$ cat config.mk
export PLATFORM = sky130hd
export DESIGN_NAME = mem_bus_arbiter
export DESIGN_NICKNAME = d
export VERILOG_FILES = /design/src/rtl/mem_bus_arbiter.sv
export SDC_FILE = /design/constraint.sdc
export NUM_CORES = 1
export LEC_CHECK = 0
export ABC_AREA = 1
export CAP_MARGIN = 15
export CORE_AREA = 2 2 162 164
export CTS_CLUSTER_SIZE = 28
export DETAILED_ROUTE_END_ITERATION = 8
export DIE_AREA = 0 0 164 166
export PLACE_DENSITY = 0.7
export REMOVE_ABC_BUFFERS = 1
export SLEW_MARGIN = 30
export SYNTH_ARGS = -nofsm -noshare
export SYNTH_HDL_FRONTEND = slang
export SYNTH_SLANG_ARGS = --single-unit
$ cat constraint.sdc
create_clock -name clk -period 1.55 [get_ports clk]
set_clock_uncertainty 0.2 [all_clocks]
set_input_delay 0.3875 -clock clk [delete_from_list [all_inputs] [get_ports clk]]
set_output_delay 0.3875 -clock clk [all_outputs]
set_load 0.005 [all_outputs]
$ cat src/rtl/mem_bus_arbiter.sv
`default_nettype none
// ============================================================================
// mem_bus_arbiter : alternating I/D arbiter onto one shared memory port.
// Optional busy-state timeout when ARB_TIMEOUT_EN is defined.  Rev 1.0
// ============================================================================
module mem_bus_arbiter #(
  parameter int TIMEOUT_CYCLES = 255
) (
  input  logic        clk,
  input  logic        reset,
  input  logic        i_request_i,
  input  logic [31:0] i_instAddr_i,
  input  logic        i_flush_i,
  output logic        i_dataOk_o,
  output logic [31:0] i_inst_o,
  input  logic        d_request_i,
  input  logic        d_write_i,
  input  logic [31:0] d_addr_i,
  input  logic [63:0] d_writeData_i,
  input  logic [7:0]  d_writeMask_i,
  output logic        d_dataOk_o,
  output logic [63:0] d_readData_o,
  output logic [2:0]  d_writeState_o,
  output logic        mem_req_o,
  output logic        mem_we_o,
  output logic [31:0] mem_addr_o,
  output logic [63:0] mem_wdata_o,
  output logic [7:0]  mem_wmask_o,
  input  logic [63:0] mem_rdata_i,
  input  logic        mem_ack_i,
  output logic        d_error_o
);

  typedef enum logic [1:0] {
    IDLE   = 2'd0,
    I_BUSY = 2'd1,
    D_BUSY = 2'd2,
    RESP   = 2'd3
  } state_e;

  state_e      state_q, state_d;
  logic        last_d_q, last_d_d;
  logic        flush_q, flush_d;
  logic        mem_req_q, mem_req_d;
  logic        mem_we_q, mem_we_d;
  logic [31:0] mem_addr_q, mem_addr_d;
  logic [63:0] mem_wdata_q, mem_wdata_d;
  logic [7:0]  mem_wmask_q, mem_wmask_d;
  logic        i_ok_q, i_ok_d;
  logic [31:0] i_inst_q, i_inst_d;
  logic        d_ok_q, d_ok_d;
  logic [63:0] d_rdata_q, d_rdata_d;
  logic [2:0]  d_wstate_q, d_wstate_d;

  logic i_req_eff;
  logic grant_d;
  logic grant_i;
  logic i_flushed;

  assign i_req_eff = i_request_i && !i_flush_i;
  // Data wins a tie unless it won the previous grant.
  assign grant_d   = d_request_i && (!i_req_eff || !last_d_q);
  assign grant_i   = i_req_eff && (!d_request_i || last_d_q);
  assign i_flushed = flush_q || i_flush_i;

`ifdef ARB_TIMEOUT_EN
  localparam int         CNT_W     = (TIMEOUT_CYCLES > 1) ? $clog2(TIMEOUT_CYCLES + 1) : 1;
  localparam logic [CNT_W-1:0] CNT_LIMIT = CNT_W'(TIMEOUT_CYCLES - 1);

  logic [CNT_W-1:0] cnt_q, cnt_d;
  logic             d_err_q, d_err_d;
`else
  logic [31:0] unused_timeout_w;
  assign unused_timeout_w = 32'(TIMEOUT_CYCLES);
`endif

  always_comb begin
    state_d     = state_q;
    last_d_d    = last_d_q;
    flush_d     = flush_q;
    mem_req_d   = mem_req_q;
    mem_we_d    = mem_we_q;
    mem_addr_d  = mem_addr_q;
    mem_wdata_d = mem_wdata_q;
    mem_wmask_d = mem_wmask_q;
    i_ok_d      = 1'b0;
    i_inst_d    = i_inst_q;
    d_ok_d      = 1'b0;
    d_rdata_d   = d_rdata_q;
    d_wstate_d  = 3'b000;

    case (state_q)
      IDLE: begin
        if (grant_d) begin
          state_d     = D_BUSY;
          last_d_d    = 1'b1;
          mem_req_d   = 1'b1;
          mem_we_d    = d_write_i;
          mem_addr_d  = d_addr_i;
          mem_wdata_d = d_writeData_i;
          mem_wmask_d = d_writeMask_i;
        end else if (grant_i) begin
          state_d     = I_BUSY;
          last_d_d    = 1'b0;
          flush_d     = 1'b0;
          mem_req_d   = 1'b1;
          mem_we_d    = 1'b0;
          mem_addr_d  = i_instAddr_i;
          mem_wdata_d = 64'd0;
          mem_wmask_d = 8'd0;
        end
      end
      I_BUSY: begin
        // A flush lets the bus cycle finish but swallows its result.
        flush_d = i_flushed;
        if (mem_ack_i) begin
          state_d   = RESP;
          mem_req_d = 1'b0;
          if (!i_flushed) begin
            i_ok_d   = 1'b1;
            i_inst_d = mem_addr_q[2] ? mem_rdata_i[63:32] : mem_rdata_i[31:0];
          end
        end
      end
      D_BUSY: begin
        if (mem_ack_i) begin
          state_d   = RESP;
          mem_req_d = 1'b0;
          if (mem_we_q) begin
            d_wstate_d = 3'b111;
          end else begin
            d_ok_d    = 1'b1;
            d_rdata_d = mem_rdata_i;
          end
        end
      end
      default: begin
        state_d = IDLE;
      end
    endcase

`ifdef ARB_TIMEOUT_EN
    cnt_d   = '0;
    d_err_d = 1'b0;
    if ((state_q == I_BUSY || state_q == D_BUSY) && !mem_ack_i) begin
      if (cnt_q == CNT_LIMIT) begin
        state_d   = IDLE;
        mem_req_d = 1'b0;
        d_err_d   = (state_q == D_BUSY);
      end else begin
        cnt_d = cnt_q + 1'b1;
      end
    end
`endif
  end

  always_ff @(posedge clk) begin
    if (reset) begin
      state_q     <= IDLE;
      last_d_q    <= 1'b0;
      flush_q     <= 1'b0;
      mem_req_q   <= 1'b0;
      mem_we_q    <= 1'b0;
      mem_addr_q  <= 32'd0;
      mem_wdata_q <= 64'd0;
      mem_wmask_q <= 8'd0;
      i_ok_q      <= 1'b0;
      i_inst_q    <= 32'd0;
      d_ok_q      <= 1'b0;
      d_rdata_q   <= 64'd0;
      d_wstate_q  <= 3'b000;
`ifdef ARB_TIMEOUT_EN
      cnt_q       <= '0;
      d_err_q     <= 1'b0;
`endif
    end else begin
      state_q     <= state_d;
      last_d_q    <= last_d_d;
      flush_q     <= flush_d;
      mem_req_q   <= mem_req_d;
      mem_we_q    <= mem_we_d;
      mem_addr_q  <= mem_addr_d;
      mem_wdata_q <= mem_wdata_d;
      mem_wmask_q <= mem_wmask_d;
      i_ok_q      <= i_ok_d;
      i_inst_q    <= i_inst_d;
      d_ok_q      <= d_ok_d;
      d_rdata_q   <= d_rdata_d;
      d_wstate_q  <= d_wstate_d;
`ifdef ARB_TIMEOUT_EN
      cnt_q       <= cnt_d;
      d_err_q     <= d_err_d;
`endif
    end
  end

  assign mem_req_o      = mem_req_q;
  assign mem_we_o       = mem_we_q;
  assign mem_addr_o     = mem_addr_q;
  assign mem_wdata_o    = mem_wdata_q;
  assign mem_wmask_o    = mem_wmask_q;
  assign i_dataOk_o     = i_ok_q;
  assign i_inst_o       = i_inst_q;
  assign d_dataOk_o     = d_ok_q;
  assign d_readData_o   = d_rdata_q;
  assign d_writeState_o = d_wstate_q;
`ifdef ARB_TIMEOUT_EN
  assign d_error_o      = d_err_q;
`else
  assign d_error_o      = 1'b0;
`endif

endmodule
`default_nettype wire

==> results.txt, run 1 <==
The run finished, with violations left. The checks that failed: setup timing. Cell internal power was estimated by the tool at roughly 15 mW. The last weighted congestion value of the routability-driven placer came out at 0.857. The cell area after placement is between 10000 and 15000 µm². In this run the most critical hold path is launched from d_writeData_i[4]. The area growth from synthesis to layout is 90.2%. The die is ~170 µm tall. The number of enable-type register cells in the synthesized netlist is 0. The completed layout was analyzed and its total power is ~22 mW. The compound-cell area share of the yosys netlist came out at a little under a fifth. The clock passes through at most 3 buffers. By area the synthesized netlist is led by dfxtp_1, nand2_1, o21ai_0. Along the worst hold path, the cell count comes to 3.

The total net switching power came out at ~7.1 mW. During placement, the flow inserted port buffers numbering ~410. The number of nets in the finished design came out at ~1800. The post-detailed-placement half-perimeter wirelength came out at slightly above 20 mm. The part of the total power dissipated in the clock network came out at approximately a quarter. The final count of hold timing violations came out at 0. The netlist area before placement is about 8000 µm². The post-route fraction of the period consumed by the critical path is 112%. In this run, CTS created clock tree buffers numbering 24. Across the VDD grid, the largest voltage drop is 985 µV. The maximum fanout count along the critical path came out at 8. The tree built by TritonCTS fans out to ~210 sinks. Setup repair after global routing could not meet its margin everywhere.

The beginning of the worst register-to-register path is state_q[0]$_SDFFE_PP0P_. The highest achievable clock rate is ~580 MHz. By area, the combinational part of the netlist is dominated by simple AND/OR/NAND/NOR gates. Data on the critical path is required at its endpoint by between 1.5 and 2 ns.

The gate count of the mapped netlist came out at around 1100. The part of the power in combinational logic is about two fifths. The count of yosys warnings during synthesis is 0. The worst-case hold path end point is mem_wdata_o[4]$_SDFFE_PP0P_. STA classifies the critical path endpoint as a register. The site row count is ~60. The setup slack of the most critical reg-to-reg path came out at -0.19 ns. The reported leakage power is 6.56 nW. Among the stages of the critical path, the cell type that occurs most often is inv_4. The total global routing track utilization is 21.8%. The initial cell density of the core came out at 31.4%. The fraction of the core area covered by cells at the end of the flow came out at around three fifths.

The via count of the first global-routing pass is between 8000 and 9000. The number of setup violations in the final report came out at 237. Entering global routing, the biggest net connects 78 pins. The logic depth of the worst register-to-register path is 9. The number of DRC markers in iteration 0 is a little over 700. The simple-gate share of the synthesized area came out at between 20% and 30%. The flip-flop and latch count after synthesis is ~210. The average footprint of a synthesized cell is around 7.5 µm². The biggest area contributor in the post-synthesis netlist is dfxtp_1. The global-route wire length before repair came out at approximately 47 mm. The synthesized netlist devotes 0% of its cell area to XOR and XNOR gates. The source-to-sink clock delay at the later pin of the worst-skew pair came out at around 0.52 ns. For this run the aggregate overflow at the end of global routing stands at 0. The tightest min-delay check is of the in2reg type.

After synthesis, flip-flops and latches occupy about half of the total area. The clock-pin slew reported for the worst setup and hold paths after clock tree synthesis came out at ~0.060 ns. The most used flip-flop cell after synthesis is dfxtp_1. The area of the die came out at 27200 µm².

Across all hold checks on the routed design, the worst slack comes to around 0.21 ns. In the final routed layout, each cell accounts on average for between 15 and 20 µm. CTS placed an instance of clkbuf_16 at the clock tree root. The number of buffers and inverters on the critical path is 4. The DRC violation count after routing came out at 0. CTS built an H-tree with a depth of 1. The share of Yosys cell area claimed by the top area cell type came out at about half.

The top-level I/O count is approximately 420. The worst setup path is of the reg2reg kind. In this run the critical register-to-register path is captured at mem_addr_o[1]$_SDFFE_PP0P_. Traced cell by cell, the critical path runs through inv_4 > ha_4 > inv_4 > a21oi_4 > buf_12 > clkbuf_16 > nand2_1 > a21oi_1 > nor2_1. The final total negative setup slack came out at -19.84 ns. The filler cell count is approximately 2100. The switching part of the total power came out at a little under a third. The number of antenna cells inserted is 0. The first-pass detailed-route iteration total is 6. The via count of the routed design came out at roughly 9400. The final cell area excluding filler cells came out at 15300 µm². By count the netlist is led by nand2_1, dfxtp_1, nor2_1.

The largest delay contributor family on the critical path is buffers and inverters. The portion of total power attributed to sequential cells is between 30 and 40%. Among all cell types in the netlist, the one instantiated most often is nand2_1.

The library cell contributing the largest single delay on the critical path is dfxtp_2. The minimum clock period after layout came out at roughly 1.7 ns. For this block, the routed nets add up to approximately 34 mm of wire.

The die boundary width is about 160 µm. In the routed layout, each cell is associated on average with a via count of roughly 4.9. The count of distinct cell types in the synthesized netlist came out at 21. The final antenna-violating net count is 0.

The mux share of post-synthesis cell area is 0%. The power density relative to cell area came out at around 1400 nW/µm². The fraction of final layout cells with drive strength greater than 1 is between 40% and 50%. The biggest cell delay along the critical path is ~0.33 ns. Setup slack on the critical path of the routed design comes to -0.189 ns. The proportion of register bits with asynchronous set or reset after synthesis came out at 0%.

The max-cap violation count came out at 0. The worst setup path is launched from a register. The clock tree from TritonCTS is built. The number of pins with negative max-slew slack in the final report came out at 0.

The initial antenna violation count is 0. In this run the standard cell core region covers 25600 µm². The arrival time of the worst setup path came out at 1.95 ns. The synthesized netlist devotes less than 1% of its cell area to adder and majority cells.
-- power groups by stage --
stage               Combinational (mW)  Sequential, mW  Clock, mW
finish                            8.82            7.55       5.83
global route                      9.44            7.67       6.14
CTS                               7.57            7.44       5.94
detailed placement                6.59            7.20          0
global placement                  6.52            7.17          0
floorplan                         2.05            7.35          0
-- how the worst max path moves through the flow --
stage / start / endpoint / cells past startpoint / slack [ns]
global route: state_q[1]$_SDFFE_PP0P_ / mem_addr_o[14]$_SDFFE_PP0P_ / 9 / -0.27
CTS: state_q[1]$_SDFFE_PP0P_ / mem_wdata_o[34]$_SDFFE_PP0P_ / 9 / -0.13
finish: state_q[0]$_SDFFE_PP0P_ / mem_addr_o[1]$_SDFFE_PP0P_ / 9 / -0.19
detailed placement: i_flush_i / i_inst_o[18]$_SDFFE_PP0P_ / 7 / -0.59
floorplan: state_q[0]$_SDFFE_PP0P_ / d_readData_o[32]$_SDFFE_PP0P_ / 7 / -2.04
global placement: i_flush_i / i_inst_o[18]$_SDFFE_PP0P_ / 7 / -0.56
-- worst register-to-register path, cell delays in order, from the launching register on --
cell,delay (ns)
dfxtp_2,0.33
inv_4,0.08
ha_4,0.17
inv_4,0.05
a21oi_4,0.19
buf_12,0.19
clkbuf_16,0.17
nand2_1,0.06
a21oi_1,0.14
nor2_1,0.05
-- metrics by stage --
stage          instances  worst slack (ns)
2_1_floorplan        996             -2.04
3_3_place_gp        1807            -0.555
3_5_place_dp        1807            -0.585
4_1_cts             1881            -0.131
5_1_grt             1902            -0.267
6_report            1902            -0.189
-- area by class of cell --
| type | count | area (µm²) | area share, % |
|---|---|---|---|
| repair inverters | 1 | 8.76 | 0.0572 |
| flip-flops and latches | 209 | 4440 | 29.0 |
| repair buffers | 527 | 5590 | 36.5 |
| multi-input cells | 742 | 3860 | 25.2 |
| well taps | 335 | 419 | 2.74 |
| clock buffers | 36 | 706 | 4.61 |
| inverters | 45 | 195 | 1.27 |
| clock inverters | 7 | 100 | 0.654 |
-- placed cells by master, fill, tap and decap left out, types with 40 or more instances in the layout --
cell / Yosys / routed
buf_2: 24 / 96
a21oi_2: 0 / 43
nand2_1: 225 / 192
buf_4: 13 / 45
clkdlybuf4s50_1: 0 / 205
clkbuf_16: 0 / 43
dfxtp_2: 0 / 198
a21oi_1: 141 / 98
o21ai_1: 14 / 49
nor2_1: 167 / 160
o21ai_0: 149 / 68
buf_6: 5 / 121
o21ai_2: 0 / 40
-- sequential cells by signal, indices dropped and copies added, names as in the netlist, 2 cells and up --
register and cells:
mem_wmask_o 8, state_q 2, d_readData_o 64, i_inst_o 32
mem_addr_o 32, mem_wdata_o 64
-- kinds of logic (layout without fill, tap and decap cells) --
family	after synthesis	count (layout)
adder cells (fa/ha/maj)	4	4
other	1	1
flip-flops	209	209
AND/OR/NAND/NOR	432	432
AO/OA/AOI/OAI	305	305
buffers and inverters	128	616
-- per-layer routing --
layer / wire length, µm / track usage (%) / up-vias
met1: 13400 / 26.3 / 4395
met5: 0 / 0 / -
li1: - / - / 4452
met2: 16800 / 37.7 / 452
met4: 1340 / 8.20 / 0
met3: 2730 / 4.75 / 90
-- what timing repair did --
item | CTS | global route
endpoints found under the hold margin | 1 | 0
endpoints found under the setup margin | 414 | 412
gates resized for setup | 1248 | 180
hold buffers | 1 | 0
cloned | 12 | 21
setup buffers | 18 | 4
pin swaps | 6 | 27
(Power assumes the default switching activity.)
==> inputs of run 2 (changes only) <==
- CORE_AREA: 2 2 162 164 -> 2 2 163 165
- DIE_AREA: 0 0 164 166 -> 0 0 165 167
- DONT_BUFFER_PORTS: default -> 1
- PLACE_DENSITY: 0.7 -> 0.48
==> results.txt, run 2 (synthesized netlist as in run 1, its figures left out) <==
The number of DRC markers in iteration 0 came out at 525 (-28%). The via count of the first global-routing pass is 8593 (-0.79%). The post-route fraction of the period consumed by the critical path is 109% (-3.0 points). The top-level I/O count is 415 (unchanged).

The checks that failed: hold timing, setup timing. Setup repair after global routing could not meet its margin everywhere. The sum of overflow across all layers after global routing is 0 (unchanged).

The cell area after placement is 8590 µm² (-33%). The source-to-sink clock delay at the later pin of the worst-skew pair came out at 0.51 ns (about the same). The library cell used most frequently in the layout, excluding fill and tap cells, is dfxtp_1.

The number of vias per cell after detailed routing came out at 5.15 (+4.4%). The required time of the critical path is 0.96 ns (-0.80 ns). The logic depth of the worst register-to-register path is 10 (+1). The number of nets in the finished design came out at 1485 (-16%). The average wire per standard cell came out at 20.9 µm (+16%). The reported leakage power is 5.44 nW (-17%).

The count of hold buffers inserted by post-cts repair came out at 131 (+130). The type of element launching the critical path is a register. The power density relative to cell area came out at 1580 nW/µm² (+8.9%). The clock-pin slew reported for the worst setup and hold paths after clock tree synthesis came out at 0.06 ns (about the same). The tightest min-delay check is of the in2reg type. The placeable core area is 25800 µm² (+0.58%). The vertical die dimension was 167 µm (+0.60%).

The highest achievable clock rate is 591 MHz (+2.7%). The total global routing track utilization came to 22.6% (+0.77 points). The fraction of final layout cells with drive strength greater than 1 is 39.9% (-5.2 points). The cell count of the worst hold path was 1 (-2). The DRC violation count after routing is 0 (unchanged). Clock tree synthesis selected as its root buffer the cell clkbuf_16. The post-detailed-placement half-perimeter wirelength is 18.2 mm (-12%). The deepest level of the CTS H-tree is 1 (unchanged). The area growth from synthesis to layout came out at 73.0%. The final cell area excluding filler cells is 13900 µm² (-9.0%). The number of buffers added on ports was 0 (-100%). The number of antenna cells inserted came out at 0 (unchanged). The area of the die came out at 27600 µm² (+1.2%). The maximum number of pins on one net before global-route repair is 80 (+2.6%). The initial antenna violation count came out at 0 (unchanged). The final antenna-violating net count came out at 0 (unchanged). The via count of the routed design came out at 8382 (-11%).

The first-pass detailed-route iteration total was 7 (+1). In the layout the commonest cells are dfxtp_1, nand2_1, dlygate4sd3_1. The global-route wire length before repair was 48.7 mm (+2.7%). The maximum fanout count along the critical path is 8 (unchanged).

The total wirelength of the detailed-routed design is 34.0 mm (-0.77%). The minimum clock period after layout is 1.69 ns (-0.0459 ns). The sort of element at the end of the critical path is an output pin.

The total number of clock tree sinks came out at 209 (unchanged). The number of pins with negative max-slew slack in the final report is 0 (unchanged). The initial cell density of the core came out at 31.3% (-0.18 points).

The setup slack after layout came out at -0.143 ns (+0.0459 ns). The site row count came out at 59 (unchanged). The last weighted congestion value of the routability-driven placer was 0.760 (-11%). The run finished, with violations left. The maximum buffer depth of the clock tree is 3 (unchanged). The number of buffers added by the clock tree synthesis step was 23 (-4.2%).

The arrival time of the worst setup path is 1.11 ns (-0.84 ns). The final count of hold timing violations is 78 (+78). The number of setup violations in the final report came out at 174 (-27%). The die boundary width was 165 µm (+0.61%). The max-cap violation count is 0 (unchanged).

The largest vdd supply drop came out at 881 µV (-11%). TritonCTS built the clock tree. The critical path is of the reg2out type. The worst hold slack is -0.267 ns (-0.478 ns).
==> run 2: critical path, stage by stage (launching register included) <==
cell	delay, ns
dfxtp_4	0.35
buf_12	0.12
buf_12	0.13
==> run 2: timing repair <==
| action | CTS | global route |
|---|---|---|
| setup buffers | 39 | 7 |
| pin swaps | 48 | 63 |
| setup endpoints to repair | 212 | 229 |
| cloned | 39 | 7 |
| endpoints found under the hold margin | 205 | 78 |
| gates resized for setup | 388 | 270 |
==> run 2: report_power, final <==
part / switching (mW) / internal (mW)
Clock: 2.32 / 3.89
Sequential: 1.21 / 6.55
Combinational: 3.88 / 4.13
==> run 2: final timing paths <==
path                            slack (ns)                        start                           end
worst min-delay path                 -0.27                        reset  mem_wdata_o[18]$_SDFFE_PP0P_
worst max-delay path                 -0.14   mem_addr_o[2]$_SDFFE_PP0P_                 mem_addr_o[2]
worst min register to register        0.28  mem_wmask_o[3]$_SDFFE_PP0P_   mem_wmask_o[3]$_SDFFE_PP0P_
worst max register to register       -0.13      state_q[0]$_SDFFE_PP0P_  mem_wdata_o[25]$_SDFFE_PP0P_
==> run 2: through the flow <==
step / setup WS [ns] / util (%) / setup TNS (ns) / cells / total power, mW
after floorplan: -2.04 / - / -218.51 / 996 / 9.41
after global placement: -0.239 / 33.3 / -23.65 / 1379 / 11.1
after detailed placement: -0.274 / 33.3 / -31.17 / 1379 / 11.1
after CTS: -0.170 / 51.5 / -20.26 / 1630 / 21.5
after global routing: -0.192 / 54.1 / -26.89 / 1626 / 23.1
final: -0.143 / 54.1 / -12.63 / 1626 / 22.0
==> run 2: per-layer routing <==
metal / track usage (%) / routed length, µm / vias to the layer above
met2: 41.1 / 17400 / 396
met1: 24.7 / 12400 / 3973
met4: 7.71 / 1170 / 0
met5: 0 / 0 / -
met3: 6.43 / 3060 / 84
li1: - / - / 3929
==> run 2: cell type report <==
| class | count | area (µm²) |
|---|---|---|
| fillers | 2270 | 11800 |
| clock buffers | 31 | 676 |
| well taps | 335 | 419 |
| clock inverters | 11 | 188 |
| flip-flops and latches | 209 | 4210 |
| repair buffers | 251 | 3460 |
| repair inverters | 2 | 31.3 |
| multi-input cells | 742 | 4730 |
| inverters | 45 | 209 |
==> patch: new RTL, settings of run 2 <==
`mem_addr_q` no longer has a reset.
--- a/src/rtl/mem_bus_arbiter.sv
+++ b/src/rtl/mem_bus_arbiter.sv
@@ -161,7 +161,6 @@
       flush_q     <= 1'b0;
       mem_req_q   <= 1'b0;
       mem_we_q    <= 1'b0;
-      mem_addr_q  <= 32'd0;
       mem_wdata_q <= 64'd0;
       mem_wmask_q <= 8'd0;
       i_ok_q      <= 1'b0;
@@ -179,7 +178,6 @@
       flush_q     <= flush_d;
       mem_req_q   <= mem_req_d;
       mem_we_q    <= mem_we_d;
-      mem_addr_q  <= mem_addr_d;
       mem_wdata_q <= mem_wdata_d;
       mem_wmask_q <= mem_wmask_d;
       i_ok_q      <= i_ok_d;
@@ -192,6 +190,10 @@
       d_err_q     <= d_err_d;
 `endif
     end
+  end
+
+  always_ff @(posedge clk) begin
+    mem_addr_q <= mem_addr_d;
   end
 
   assign mem_req_o      = mem_req_q;
Formal check against the unedited RTL: not equivalent (a bounded check fails within 4 cycles, from zero or initial values and one cycle with reset high).
==> patch against run 2 <==
The flow still finishes with violations (negative hold slack, negative setup slack). Count of clock-buffer cells in the layout is 6 higher. Power down 1.6%. Worst setup slack got worse by 0.12 ns. Synthesized area fell by 0.62%. Die area stayed put. Routed wire length fell by 3.0%. Sequential cell count unchanged. Cell area is 2.2% higher.
==> patch: results (changes against run 2) <==
STA
  • Hold Slack: -0.268 ns (-0.00161 ns)
  • Setup TNS Final: -22.78 ns (-10.14 ns)
  • # setup viols final: 234 (+34%)
  • Post-route setup slack: -0.260 ns (-0.117 ns)
  • Final Hold Viols: 78 (unchanged)
  • Slew headroom: 65.9%

Finish
  • Share of cells above drive strength 1: 45.4% (+5.5 points)
  • Nets: 1,366 (-8.0%)

Pwr
  • VDD IR max: 1.13 mV (+29%)
  • Internal power: 14,500 uW (-0.83%)
  • Combinational share of power: 36.8% (+0.4 points)
  • Sequential power: 7890 uW (+2%)
  • LEAKAGE: 0.00579 uW (+6.5%)
  • Flop pwr share: 36.5% (+1.2 points)

Synth
  • Synthesized instance count: 935 (-13%)
  • Mux contribution to synthesized area: 4.50% (+4.5 points)
  • Post-synthesis compound-gate area fraction: 14.9% (-4.1 points)
  • Post-synthesis sequential area ratio: 56.3% (+4.3 points)
  • Xor and xnor area share after synthesis: 0% (unchanged)
  • Synth top area cells: dfxtp_1 44%, edfxtp_1 12%, nand2_1 9.1%
  • Number of flops mapped to enable cells by yosys: 32 (+32)
  • Post-synthesis adder-cell area fraction: 0.625% (+0.0039 points)
  • Synth cell count leaders: 193 x nand2_1, 177 x dfxtp_1, 136 x nor2_1
  • Yosys cell types: 23 (+9.5%)

Worst setup path
  • Max Fanout on Critical Path: 6 (-2)
  • CP max stage cell: edfxtp_1
  • Cell family with most CP delay: flip-flops
  • Crit path DAT: 1.22 ns (+0.11 ns)
  • CP max stage delay: 0.43 ns (+0.08 ns)

Drt
  • Via count: 7,501 (-11%)
  • Routed Wire Length: 33.0 mm (-3.0%)
  • Initial DRT Pass Iterations: 4 (-3)
  • Met3 wire length: 2.91 mm (-4.8%)
  • Met1 WL: 11.6 mm (-5.9%)
  • Per-cell routed wire length: 21.9 um (+4.5%)
  • Routed wl met2: 17.2 mm (-1.7%)
  • Initial DRC Count: 343 (-35%)

Place
  • Placed Instances: 1,239 (-10%)
  • Placer Congestion: 0.789 (+3.8%)
  • Dpl cell area: 8420 um^2 (-2.0%)
  • Hpwl dp: 16.9 mm (-6.9%)
  • Place WS: -0.152 ns (+0.122 ns)

Global routing
  • Grt total ovfl: 0 (unchanged)
  • GRT met2 Usage: 39.1% (-2.1 points)
  • Overall routing resource usage: 21.8% (-0.73 points)
  • Largest net degree at the start of global routing: 93 (+16%)
  • First-pass GRT wire length: 46.3 mm (-5.1%)
  • Antenna violations before repair: 1 (+1)
  • Routing usage on met1: 23.9% (-0.84 points)
  • Vias in the first global route: 7,809 (-9.1%)

Clocking
  • Cts bufs inserted: 24 (+4.3%)
  • Worst-skew pair later-pin latency: 0.53 ns (+0.02 ns)

Status
  • Status: complete, but fails checks
  • Failing checks: negative hold slack, negative setup slack
[patch: timing repair]
item                                    4_1_cts  5_1_grt
endpoints found under the setup margin      238      248
cloned                                       42        8
setup buffers                                57       16
gates resized for setup                     352      378
pin swaps                                    86      105
endpoints found under the hold margin       209       78
[patch: final cells by class]
cell class                 count  area [um^2]
fill                        2083        11500
multi-input combinational    616         4700
sequential                   209         4520
timing repair buffer         259         3610
clock buffer                  37          701
tap                          335          419
inverter                      44          191
clock inverter                 7         90.1
timing repair inverter         1         8.76
antenna                        1         2.50
[patch: final timing paths]
check | from | to | slack (ns) | cells after the start
worst max register to register | state_q[0]$_SDFFE_PP0P_ | d_readData_o[58]$_SDFFE_PP0P_ | -0.20 | 10
worst max-delay path | mem_addr_o[2]$_DFFE_PP_ | mem_addr_o[2] | -0.26 | 2
worst min register to register | mem_wdata_o[48]$_SDFFE_PP0P_ | mem_wdata_o[48]$_SDFFE_PP0P_ | 0.28 | 2
worst min-delay path | reset | mem_wdata_o[6]$_SDFFE_PP0P_ | -0.27 | 1
